### config.mk
export PLATFORM = sky130hd
export DESIGN_NAME = pipeline_hazard_ctrl_flat
export DESIGN_NICKNAME = d
export VERILOG_FILES = /design/src/rtl/hazard_ctrl_pkg.sv /design/src/rtl/pipeline_hazard_ctrl_if.sv /design/src/rtl/hazard_detect.sv /design/src/rtl/pipeline_hazard_ctrl.sv /design/src/flat_wrapper.sv
export SDC_FILE = /design/constraint.sdc
export NUM_CORES = 1
export LEC_CHECK = 0
export CAP_MARGIN = 10
export CORE_MARGIN = 2
export CORE_UTILIZATION = 45
export CTS_CLUSTER_DIAMETER = 200
export DETAILED_ROUTE_END_ITERATION = 7
export GPL_TIMING_DRIVEN = 0
export PLACE_DENSITY = 0.84
export SLEW_MARGIN = 20
export SYNTH_ARGS = -nofsm -noshare
export SYNTH_HDL_FRONTEND = slang
export SYNTH_SLANG_ARGS = --single-unit
### constraint.sdc
create_clock -name clk_i -period 4.7 [get_ports clk_i]
set_input_delay 0.94 -clock clk_i [delete_from_list [all_inputs] [get_ports clk_i]]
set_output_delay 0.94 -clock clk_i [all_outputs]
set_load 0.02 [all_outputs]
### src/rtl/hazard_ctrl_pkg.sv
// hazard_ctrl_pkg: shared definitions for the pipeline stall/flush sequencer.
// The controller state encoding, the load opcode (shared with the decoder)
// and the hard-wired zero register all live here.
package hazard_ctrl_pkg;

    typedef enum logic [1:0] {
        ST_RUN      = 2'd0,
        ST_MEM_WAIT = 2'd1,
        ST_ERR      = 2'd2
    } hazard_state_e;

    localparam logic [6:0] OP_LOAD  = 7'b0000011;
    localparam logic [4:0] REG_ZERO = 5'd0;

    // Decoder-side helper: true when the opcode field denotes a load.
    function automatic logic is_load_op(input logic [6:0] i_op);
        return (i_op == OP_LOAD);
    endfunction

endpackage

### src/rtl/pipeline_hazard_ctrl_if.sv
// pipeline_hazard_ctrl_if: bundle of the ID/EX/MEM status signals seen by the
// hazard controller and the freeze/bubble/flush controls it returns.
// slave  = the hazard controller, master = the pipeline datapath side.
interface pipeline_hazard_ctrl_if;
    import hazard_ctrl_pkg::*;

    logic       id_valid_i;
    logic [4:0] id_rs1_i;
    logic [4:0] id_rs2_i;
    logic       ex_valid_i;
    logic       ex_is_load_i;
    logic [4:0] ex_rsd_i;
    logic       branch_taken_i;
    logic       dmem_req_i;
    logic       dmem_ack_i;

    logic       pc_stall_o;
    logic       if_id_stall_o;
    logic       if_id_flush_o;
    logic       id_ex_stall_o;
    logic       id_ex_bubble_o;
    logic       ex_mem_stall_o;
    logic       err_o;
    logic [1:0] state_o;

    modport slave (
        input  id_valid_i, id_rs1_i, id_rs2_i,
        input  ex_valid_i, ex_is_load_i, ex_rsd_i,
        input  branch_taken_i, dmem_req_i, dmem_ack_i,
        output pc_stall_o, if_id_stall_o, if_id_flush_o,
        output id_ex_stall_o, id_ex_bubble_o, ex_mem_stall_o,
        output err_o, state_o
    );

    modport master (
        output id_valid_i, id_rs1_i, id_rs2_i,
        output ex_valid_i, ex_is_load_i, ex_rsd_i,
        output branch_taken_i, dmem_req_i, dmem_ack_i,
        input  pc_stall_o, if_id_stall_o, if_id_flush_o,
        input  id_ex_stall_o, id_ex_bubble_o, ex_mem_stall_o,
        input  err_o, state_o
    );

endinterface

### src/rtl/hazard_detect.sv
// hazard_detect: purely combinational load-use compare between the load in EX
// and the source registers of the instruction in ID. x0 never matches.
module hazard_detect
    import hazard_ctrl_pkg::*;
(
    input  logic       i_id_valid,
    input  logic [4:0] i_id_rs1,
    input  logic [4:0] i_id_rs2,
    input  logic       i_ex_valid,
    input  logic       i_ex_is_load,
    input  logic [4:0] i_ex_rsd,
    output logic       o_load_use
);

    logic w_srcMatch;

    assign w_srcMatch = (i_ex_rsd == i_id_rs1) || (i_ex_rsd == i_id_rs2);

    assign o_load_use = i_ex_valid && i_ex_is_load && (i_ex_rsd != REG_ZERO) &&
                        i_id_valid && w_srcMatch;

endmodule

### src/rtl/pipeline_hazard_ctrl.sv
// pipeline_hazard_ctrl: central stall/flush sequencer for the 5-stage pipeline.
// Memory waits freeze the whole pipeline, load-use inserts one bubble, taken
// branches flush IF/ID; a memory access that never acks parks the controller
// in a sticky error state until reset.
// Optional feature macro: HAZARD_PERF_CNT_EN adds saturating stall/flush
// cycle counters on stall_cnt_o / flush_cnt_o.
module pipeline_hazard_ctrl
    import hazard_ctrl_pkg::*;
#(
    parameter int MEM_TIMEOUT = 255
`ifdef HAZARD_PERF_CNT_EN
    ,
    parameter int CNT_W = 32
`endif
)
(
    input  logic                  clk_i,
    input  logic                  rst_i,
    pipeline_hazard_ctrl_if.slave bus
`ifdef HAZARD_PERF_CNT_EN
    ,
    output logic [CNT_W-1:0]      stall_cnt_o,
    output logic [CNT_W-1:0]      flush_cnt_o
`endif
);

    localparam logic [1:0] S_RUN      = ST_RUN;
    localparam logic [1:0] S_MEM_WAIT = ST_MEM_WAIT;
    localparam logic [1:0] S_ERR      = ST_ERR;

    localparam int             CW         = $clog2(MEM_TIMEOUT);
    localparam logic [CW-1:0]  WAIT_ONE   = CW'(1);
    localparam logic [CW-1:0]  WAIT_LAST  = CW'(MEM_TIMEOUT - 1);

    logic [1:0]    r_state;
    logic [CW-1:0] r_waitCnt;
    logic          r_err;

    logic w_loadUse;
    logic w_inRun;
    logic w_inWait;
    logic w_inErr;
    logic w_freeze;
    logic w_pcStall;
    logic w_flush;

    hazard_detect u_detect (
        .i_id_valid   (bus.id_valid_i),
        .i_id_rs1     (bus.id_rs1_i),
        .i_id_rs2     (bus.id_rs2_i),
        .i_ex_valid   (bus.ex_valid_i),
        .i_ex_is_load (bus.ex_is_load_i),
        .i_ex_rsd     (bus.ex_rsd_i),
        .o_load_use   (w_loadUse)
    );

    assign w_inRun  = (r_state == S_RUN);
    assign w_inWait = (r_state == S_MEM_WAIT);
    assign w_inErr  = (r_state == S_ERR);

    assign w_freeze = (w_inRun && bus.dmem_req_i && !bus.dmem_ack_i) ||
                      (w_inWait && !bus.dmem_ack_i) ||
                      w_inErr;

    // Output priority: freeze beats load-use beats branch flush; reset masks all.
    always_comb begin
        bus.pc_stall_o     = 1'b0;
        bus.if_id_stall_o  = 1'b0;
        bus.if_id_flush_o  = 1'b0;
        bus.id_ex_stall_o  = 1'b0;
        bus.id_ex_bubble_o = 1'b0;
        bus.ex_mem_stall_o = 1'b0;
        if (!rst_i) begin
            if (w_freeze) begin
                bus.pc_stall_o     = 1'b1;
                bus.if_id_stall_o  = 1'b1;
                bus.id_ex_stall_o  = 1'b1;
                bus.ex_mem_stall_o = 1'b1;
            end else if (w_loadUse) begin
                bus.pc_stall_o     = 1'b1;
                bus.if_id_stall_o  = 1'b1;
                bus.id_ex_bubble_o = 1'b1;
            end else if (bus.branch_taken_i) begin
                bus.if_id_flush_o  = 1'b1;
            end
        end
    end

    assign bus.err_o   = r_err && !rst_i;
    assign bus.state_o = rst_i ? S_RUN : r_state;
    assign w_pcStall   = bus.pc_stall_o;
    assign w_flush     = bus.if_id_flush_o;

    // Memory-wait FSM: counts unacked wait cycles and traps into ERR on timeout.
    always_ff @(posedge clk_i) begin
        if (rst_i) begin
            r_state   <= S_RUN;
            r_waitCnt <= '0;
            r_err     <= 1'b0;
        end else begin
            case (r_state)
                S_RUN: begin
                    if (bus.dmem_req_i && !bus.dmem_ack_i) begin
                        r_state   <= S_MEM_WAIT;
                        r_waitCnt <= WAIT_ONE;
                    end
                end
                S_MEM_WAIT: begin
                    if (bus.dmem_ack_i) begin
                        r_state   <= S_RUN;
                        r_waitCnt <= '0;
                    end else if (r_waitCnt == WAIT_LAST) begin
                        r_state   <= S_ERR;
                        r_err     <= 1'b1;
                    end else begin
                        r_waitCnt <= r_waitCnt + WAIT_ONE;
                    end
                end
                S_ERR: begin
                    r_err <= 1'b1;
                end
                default: begin
                    r_state   <= S_RUN;
                    r_waitCnt <= '0;
                end
            endcase
        end
    end

`ifdef HAZARD_PERF_CNT_EN
    logic [CNT_W-1:0] r_stallCnt;
    logic [CNT_W-1:0] r_flushCnt;

    // Saturating counts of PC-stall cycles and IF/ID flush cycles.
    always_ff @(posedge clk_i) begin
        if (rst_i) begin
            r_stallCnt <= '0;
            r_flushCnt <= '0;
        end else begin
            if (w_pcStall && (r_stallCnt != '1)) begin
                r_stallCnt <= r_stallCnt + 1'b1;
            end
            if (w_flush && (r_flushCnt != '1)) begin
                r_flushCnt <= r_flushCnt + 1'b1;
            end
        end
    end

    assign stall_cnt_o = rst_i ? '0 : r_stallCnt;
    assign flush_cnt_o = rst_i ? '0 : r_flushCnt;
`else
    logic w_unusedPerf;
    assign w_unusedPerf = w_pcStall ^ w_flush;
`endif

endmodule

### src/flat_wrapper.sv
// flat-port wrapper written by rule: the top's interface ports become plain ports
module pipeline_hazard_ctrl_flat import hazard_ctrl_pkg::*;
#(
    parameter int MEM_TIMEOUT = 255

)
  (clk_i, rst_i, bus_id_valid_i, bus_id_rs1_i, bus_id_rs2_i, bus_ex_valid_i, bus_ex_is_load_i, bus_ex_rsd_i, bus_branch_taken_i, bus_dmem_req_i, bus_dmem_ack_i, bus_pc_stall_o, bus_if_id_stall_o, bus_if_id_flush_o, bus_id_ex_stall_o, bus_id_ex_bubble_o, bus_ex_mem_stall_o, bus_err_o, bus_state_o);
  pipeline_hazard_ctrl_if bus_i ();
  input  logic clk_i;
  input  logic rst_i;
  input wire logic [$bits(bus_i.id_valid_i)-1:0] bus_id_valid_i;
  input wire logic [$bits(bus_i.id_rs1_i)-1:0] bus_id_rs1_i;
  input wire logic [$bits(bus_i.id_rs2_i)-1:0] bus_id_rs2_i;
  input wire logic [$bits(bus_i.ex_valid_i)-1:0] bus_ex_valid_i;
  input wire logic [$bits(bus_i.ex_is_load_i)-1:0] bus_ex_is_load_i;
  input wire logic [$bits(bus_i.ex_rsd_i)-1:0] bus_ex_rsd_i;
  input wire logic [$bits(bus_i.branch_taken_i)-1:0] bus_branch_taken_i;
  input wire logic [$bits(bus_i.dmem_req_i)-1:0] bus_dmem_req_i;
  input wire logic [$bits(bus_i.dmem_ack_i)-1:0] bus_dmem_ack_i;
  output wire logic [$bits(bus_i.pc_stall_o)-1:0] bus_pc_stall_o;
  output wire logic [$bits(bus_i.if_id_stall_o)-1:0] bus_if_id_stall_o;
  output wire logic [$bits(bus_i.if_id_flush_o)-1:0] bus_if_id_flush_o;
  output wire logic [$bits(bus_i.id_ex_stall_o)-1:0] bus_id_ex_stall_o;
  output wire logic [$bits(bus_i.id_ex_bubble_o)-1:0] bus_id_ex_bubble_o;
  output wire logic [$bits(bus_i.ex_mem_stall_o)-1:0] bus_ex_mem_stall_o;
  output wire logic [$bits(bus_i.err_o)-1:0] bus_err_o;
  output wire logic [$bits(bus_i.state_o)-1:0] bus_state_o;
  assign bus_i.id_valid_i = bus_id_valid_i;
  assign bus_i.id_rs1_i = bus_id_rs1_i;
  assign bus_i.id_rs2_i = bus_id_rs2_i;
  assign bus_i.ex_valid_i = bus_ex_valid_i;
  assign bus_i.ex_is_load_i = bus_ex_is_load_i;
  assign bus_i.ex_rsd_i = bus_ex_rsd_i;
  assign bus_i.branch_taken_i = bus_branch_taken_i;
  assign bus_i.dmem_req_i = bus_dmem_req_i;
  assign bus_i.dmem_ack_i = bus_dmem_ack_i;
  assign bus_pc_stall_o = bus_i.pc_stall_o;
  assign bus_if_id_stall_o = bus_i.if_id_stall_o;
  assign bus_if_id_flush_o = bus_i.if_id_flush_o;
  assign bus_id_ex_stall_o = bus_i.id_ex_stall_o;
  assign bus_id_ex_bubble_o = bus_i.id_ex_bubble_o;
  assign bus_ex_mem_stall_o = bus_i.ex_mem_stall_o;
  assign bus_err_o = bus_i.err_o;
  assign bus_state_o = bus_i.state_o;
  pipeline_hazard_ctrl #(.MEM_TIMEOUT(MEM_TIMEOUT)) u_core (.clk_i(clk_i), .rst_i(rst_i), .bus(bus_i));
endmodule
# Word-level counts from Yosys, hierarchy flattened
# Cells that the tools add are included.
# op_classes
add_sub_neg	1
eq_ne	10
mux	23
n_bitwise	1
n_reduce_logical	20
# op_table
operator	count
$mux 8	3
$pmux 8 s3	1
$mux 1	13
$eq 5x5->1	2
$logic_and 1x1->1	9
$reduce_and 3->1	3
$add 8x1->8 const B	1
$eq 8x8->1 const B	1
$mux 2	4
$ne 2x2->1 const B	3
$ne 3x3->1 const B	2
$pmux 2 s3	1
$reduce_bool 5->1	1
$logic_or 1x1->1	3
$eq 2x1->1 const B	1
$eq 2x2->1 const B	1
$logic_not 1->1	2
$logic_not 2->1	1
$pmux 1 s2	1
$reduce_bool 2->1	1
$not 1->1	1
# totals
regBits	11
in_bits	23
out_inout_bits	9
word_cells	58

# Logic depth before layout (Yosys ltp)
# logic_depth
ltp_word	7
depth_mapped	6
ltp_nobuf	6

# Modules after synthesis
# Synthesis repeated with hierarchy kept, for this count alone.
# hier_totals
cells_unflattened	96
area_unflattened_um2	805.8
# by_module_without_submodules
module	n_inst	cells_each	area_each_um2	seq_area_each_um2
pipeline_hazard_ctrl	1	79	676.9	220.2
hazard_detect	1	17	128.9	0.0

# Worst setup path before layout
# Ideal clock, no wire load.
# synth_timing
path_type	input to output
startpoint	input port bus_dmem_ack_i
endpoint	output port bus_pc_stall_o
t_arrival_ps	2370
required_time_ps	3760
slack_ps	1390
path_stages	5
n_path_buf	1
cell_sequence	or2_4 o21ai_0 nor2b_1 o21bai_1 buf_4
# synth_via
elab_chain_len	6
elab_cells_between_ends	7
classes_between	2 x mux; 5 x reduce/logical
# synth_lines
element	line_no	source
start, declared	flat_wrapper.sv:19	input wire logic [$bits(bus_i.dmem_ack_i)-1:0] bus_dmem_ack_i;
$logic_not 1->1 (*)	pipeline_hazard_ctrl.sv:61, pipeline_hazard_ctrl.sv:62	
$logic_and 1x1->1, on equally long branches	pipeline_hazard_ctrl.sv:61, pipeline_hazard_ctrl.sv:62	
$logic_or 1x1->1 (*)	pipeline_hazard_ctrl.sv:61	assign w_freeze = (w_inRun && bus.dmem_req_i && !bus.dmem_ack_i) ||
$logic_or 1x1->1 (*)	pipeline_hazard_ctrl.sv:62	(w_inWait && !bus.dmem_ack_i) ||
$mux 1 (*) (2 in a row)	--	
end, declared	flat_wrapper.sv:20	output wire logic [$bits(bus_i.pc_stall_o)-1:0] bus_pc_stall_o;
# Mark *: on every way between the ends. The rest lies on a longest branch, timed or not.

# Worst setup path after layout
# layout_timing
startpoint	input port bus_ex_rsd_i[1]
endpoint	output port bus_pc_stall_o
# layout_via
elab_chain_len	7
elab_cells_between_ends	10
classes_between	2 x eq/ne; 3 x mux; 5 x reduce/logical
# layout_lines
element	line_no	source
start, declared	flat_wrapper.sv:16	input wire logic [$bits(bus_i.ex_rsd_i)-1:0] bus_ex_rsd_i;
$reduce_bool 5->1	hazard_detect.sv:19	assign o_load_use = i_ex_valid && i_ex_is_load && (i_ex_rsd != REG_ZERO) &&
$logic_and 1x1->1 (2 in a row)	hazard_detect.sv:19	
$logic_and 1x1->1 (*)	hazard_detect.sv:20	i_id_valid && w_srcMatch;
$mux 1 (*)	pipeline_hazard_ctrl.sv:79	end else if (w_loadUse) begin
$mux 1 (*)	pipeline_hazard_ctrl.sv:74	if (w_freeze) begin
$mux 1 (*)	pipeline_hazard_ctrl.sv:73	if (!rst_i) begin
# Marks and branches as above.

==> summary.md <==
| Metric | Value |
|---|---|
| Outcome | `finished, final reports clean` |
| Worst min-delay path endpoint | `u_core.r_waitCnt[7]` |
| Max Root-Sink Buffers | `2` |
| Max FO, Critical Path | `3` |
| Post-CTS setup repair buffer count | `0` |
| Max-slew headroom at the worst pin | `74.6%` |
| Initial antenna violation count | `0` |
| Post-synthesis cell type with the largest combined area | `sky130_fd_sc_hd__dfxtp_1` |
| Wirelength per Cell | `roughly 14 µm` |
| Remaining number of nets flagged by the antenna check after routing | `0` |
| Share of final-layout standard cells stronger than drive strength 1 | `7.81%` |
| Total vias in the final route | `780` |
| Critical Path AT | `3.13 ns` |
| DIE HEIGHT | `45.4 µm` |
| Clock network latency to the later pin of the worst-skew pair | `between 0.2 and 0.3 ns` |
| Launching element of the worst setup path | `bus_ex_rsd_i[1]` |
| Fin Clk Skew | `0.00343 ns` |
| Final setup viols | `0` |
| Launch point of the worst hold path | `u_core.r_waitCnt[7]` |
| Post-route insts no fill | `144` |
| Area delta synth->final | `46.3%` |
| Post-synthesis sequential area ratio | `about 29%` |
| List of most frequent post-synthesis cells | `sky130_fd_sc_hd__nor2_1, sky130_fd_sc_hd__xor2_1, sky130_fd_sc_hd__dfxtp_1` |
| Leakage power | `approximately 0.42 nW` |
| Unrepaired setup endpoints after global routing | `no` |
| Number of detailed-routing iterations run before antenna repair | `4` |
| Share of flip-flops with an asynchronous set or reset | `0%` |
| Number of flops mapped to enable cells by yosys | `0` |
| Quantity of gates resized following cts | `0` |
| Die boundary width | `45.4 µm` |
| Hold buffer count at cts | `0` |
| Cell count of the worst reg-to-reg path | `6` |
| Number of warnings issued by yosys | `0` |
| Die Area | `approximately 0.0021 mm²` |
| Half-perimeter wire length after placement | `1580 µm` |
| Reg-to-Reg Start | `u_core.r_waitCnt[0]` |
| Number of I/O port buffers | `31` |
| Vias per inst | `5.42` |
| Initial cell density of the core | `49.4%` |
| Overall routed net length | `1950 µm` |
| CTS clock-pin slew for the worst setup and hold paths | `0.07 ns` |
| Placed standard-cell area | `between 0.001 and 0.0015 mm²` |
| Endpoint required time on the critical path | `3.76 ns` |
| Synthesized area per cell | `8.29 µm²` |
| Library cell used as clock root buffer | `sky130_fd_sc_hd__clkbuf_4` |
| TritonCTS clock tree | `done` |
| RD Place Congestion | `0.842` |
| Worst R2R End | `u_core.r_waitCnt[1]` |
| Count of boundary I/O pins | `32` |
| Worst IR drop on VDD | `0.166 mV` |
| Power density over the cells | `191 mW/mm²` |
| Setup TNS | `0 ns` |
| Maximum achievable frequency | `0.246 GHz` |
| Number of inserted diodes | `0` |
| Transition time at the pin with the least slew margin | `0.381 ns` |
| Maxcap violations | `0` |
| Critical setup path kind | `primary input to output port` |
| Worst reg-to-reg setup slack | `2.90 ns` |
| 1st-iter DRT viols | `11` |
| Number of flip-flops and latches in the synthesized netlist | `11` |
| Shortest clock period the worst path allows after layout | `4.07 ns` |
| Ys flop type | `sky130_fd_sc_hd__dfxtp_1` |
| Period utilization | `86.5%` |
| Number of instances in the synthesized netlist | `slightly above 90` |
| Sinks on the clock net | `11` |
| Row Count | `14` |
| Pin count of the biggest net entering global routing | `11` |
| Hold Crit Depth | `1` |
| Number of global-route vias before repair | `slightly below 800` |
| Number of max-slew violations in the final report | `0` |
| Area of all placed cells without fillers | `between 0.001 and 0.0015 mm²` |
| DRC Markers | `0` |
| Startpoint type of the worst setup path | `primary input` |
| H-Tree Level Count | `1` |
| Proportion of netlist area held by the largest area contributor | `roughly 29%` |
| Number of buffers added by the clock tree synthesis step | `3` |
| Post-synth cell types | `38` |
| Total instance count after detailed placement | `140` |
| Global route total overflow | `0` |
| Fill cell instance count of the final layout | `130` |
| All-Layer GR Usage | `between 20% and 30%` |
| Category of the worst setup path capture point | `output port` |
| Final Net Count | `approximately 150` |
| First-pass GRT wire length | `3350 µm` |
| Syn Std Cell Area | `771 µm²` |
| Core area | `0.00156 mm²` |
| Number of nets produced by synthesis | `118` |
| Most area-consuming cells after synthesis | `sky130_fd_sc_hd__dfxtp_1, sky130_fd_sc_hd__xor2_1, sky130_fd_sc_hd__nor2_1` |
| Endpoints failing hold | `0` |
| Type of the worst min-delay path | `flip-flop to flip-flop` |
## critical path: stages
cell,delay [ns]
sky130_fd_sc_hd__clkdlybuf4s50_1,0.48
sky130_fd_sc_hd__or4_1,0.57
sky130_fd_sc_hd__o2111ai_2,0.24
sky130_fd_sc_hd__or2_2,0.15
sky130_fd_sc_hd__o21bai_1,0.07
sky130_fd_sc_hd__buf_4,0.14
sky130_fd_sc_hd__clkdlybuf4s50_1,0.53
## cell type report
cell class	count	area [µm²]	area share, %
well taps	16	20.0	1.78
multi-input cells	75	515	45.7
clock buffers	4	26.3	2.33
inverters	3	11.3	0.999
plain buffers	4	23.8	2.11
repair buffers	31	310	27.5
flip-flops and latches	11	220	19.5
## state kept, by name, summed over array words and instances, names as in the netlist
signal and count:
u_core.r_state 2, u_core.r_err 1, u_core.r_waitCnt 8
## worst max path at each step
stage               slack [ns]  cells after the start             end
floorplan                 1.39                      5  bus_pc_stall_o
global placement          0.67                      7  bus_pc_stall_o
detailed placement        0.66                      7  bus_pc_stall_o
CTS                       0.64                      7  bus_pc_stall_o
global route              0.55                      7  bus_pc_stall_o
finish                    0.63                      7  bus_pc_stall_o
## cell usage in the layout (no fill, tap or decap), drive strengths merged, types with 2 or more instances in the layout
master / instances
clkdlybuf4s50: 31
nor2: 13
xor2: 13
dfxtp: 11
clkbuf: 5
nor2b: 4
inv: 3
nand4: 3
nand3: 3
nand2: 3
a31oi: 3
buf: 3
o21ai: 2
nor3: 2
o21bai: 2
a211o: 2
mux2i: 2
a21oi: 2
ha: 2
or2: 2
o2111ai: 2
## stage by stage
step	setup slack [ns]	hold WS, ns	util, %	power [mW]
6_report	0.634	0.475	72.3	0.215
5_1_grt	0.546	0.504	72.3	0.228
4_1_cts	0.638	0.474	72.3	0.218
3_5_place_dp	0.655	0.457	70.6	0.152
3_3_place_gp	0.674	0.456	70.6	0.151
2_1_floorplan	1.39	0.438	-	0.121
## power breakdown
group | total [mW] | leakage (nW) | internal, mW | switching, mW
Sequential | 0.0962 | 0.0890 | 0.0944 | 0.00171
Combinational | 0.0540 | 0.319 | 0.0313 | 0.0226
Clock | 0.0652 | 0.0150 | 0.0329 | 0.0323
## routing by layer
layer | routed length (µm) | vias to the layer above | global-route usage [%]
li1 | - | 406 | -
met1 | 831 | 360 | 26.5
met2 | 1040 | 14 | 39.2
met3 | 80 | 0 | 5.95
met4 | 0 | 0 | 4.71
met5 | 0 | - | 0
## kinds of logic after synthesis
logic type      synth area share [%]
compound gates                  18.7
xor+xnor                        14.8
fa+ha+maj                       3.25
buf+inv                         4.54
flops                           28.6
mux                             2.60
simple gates                    27.6
(Power assumes the default switching activity.)
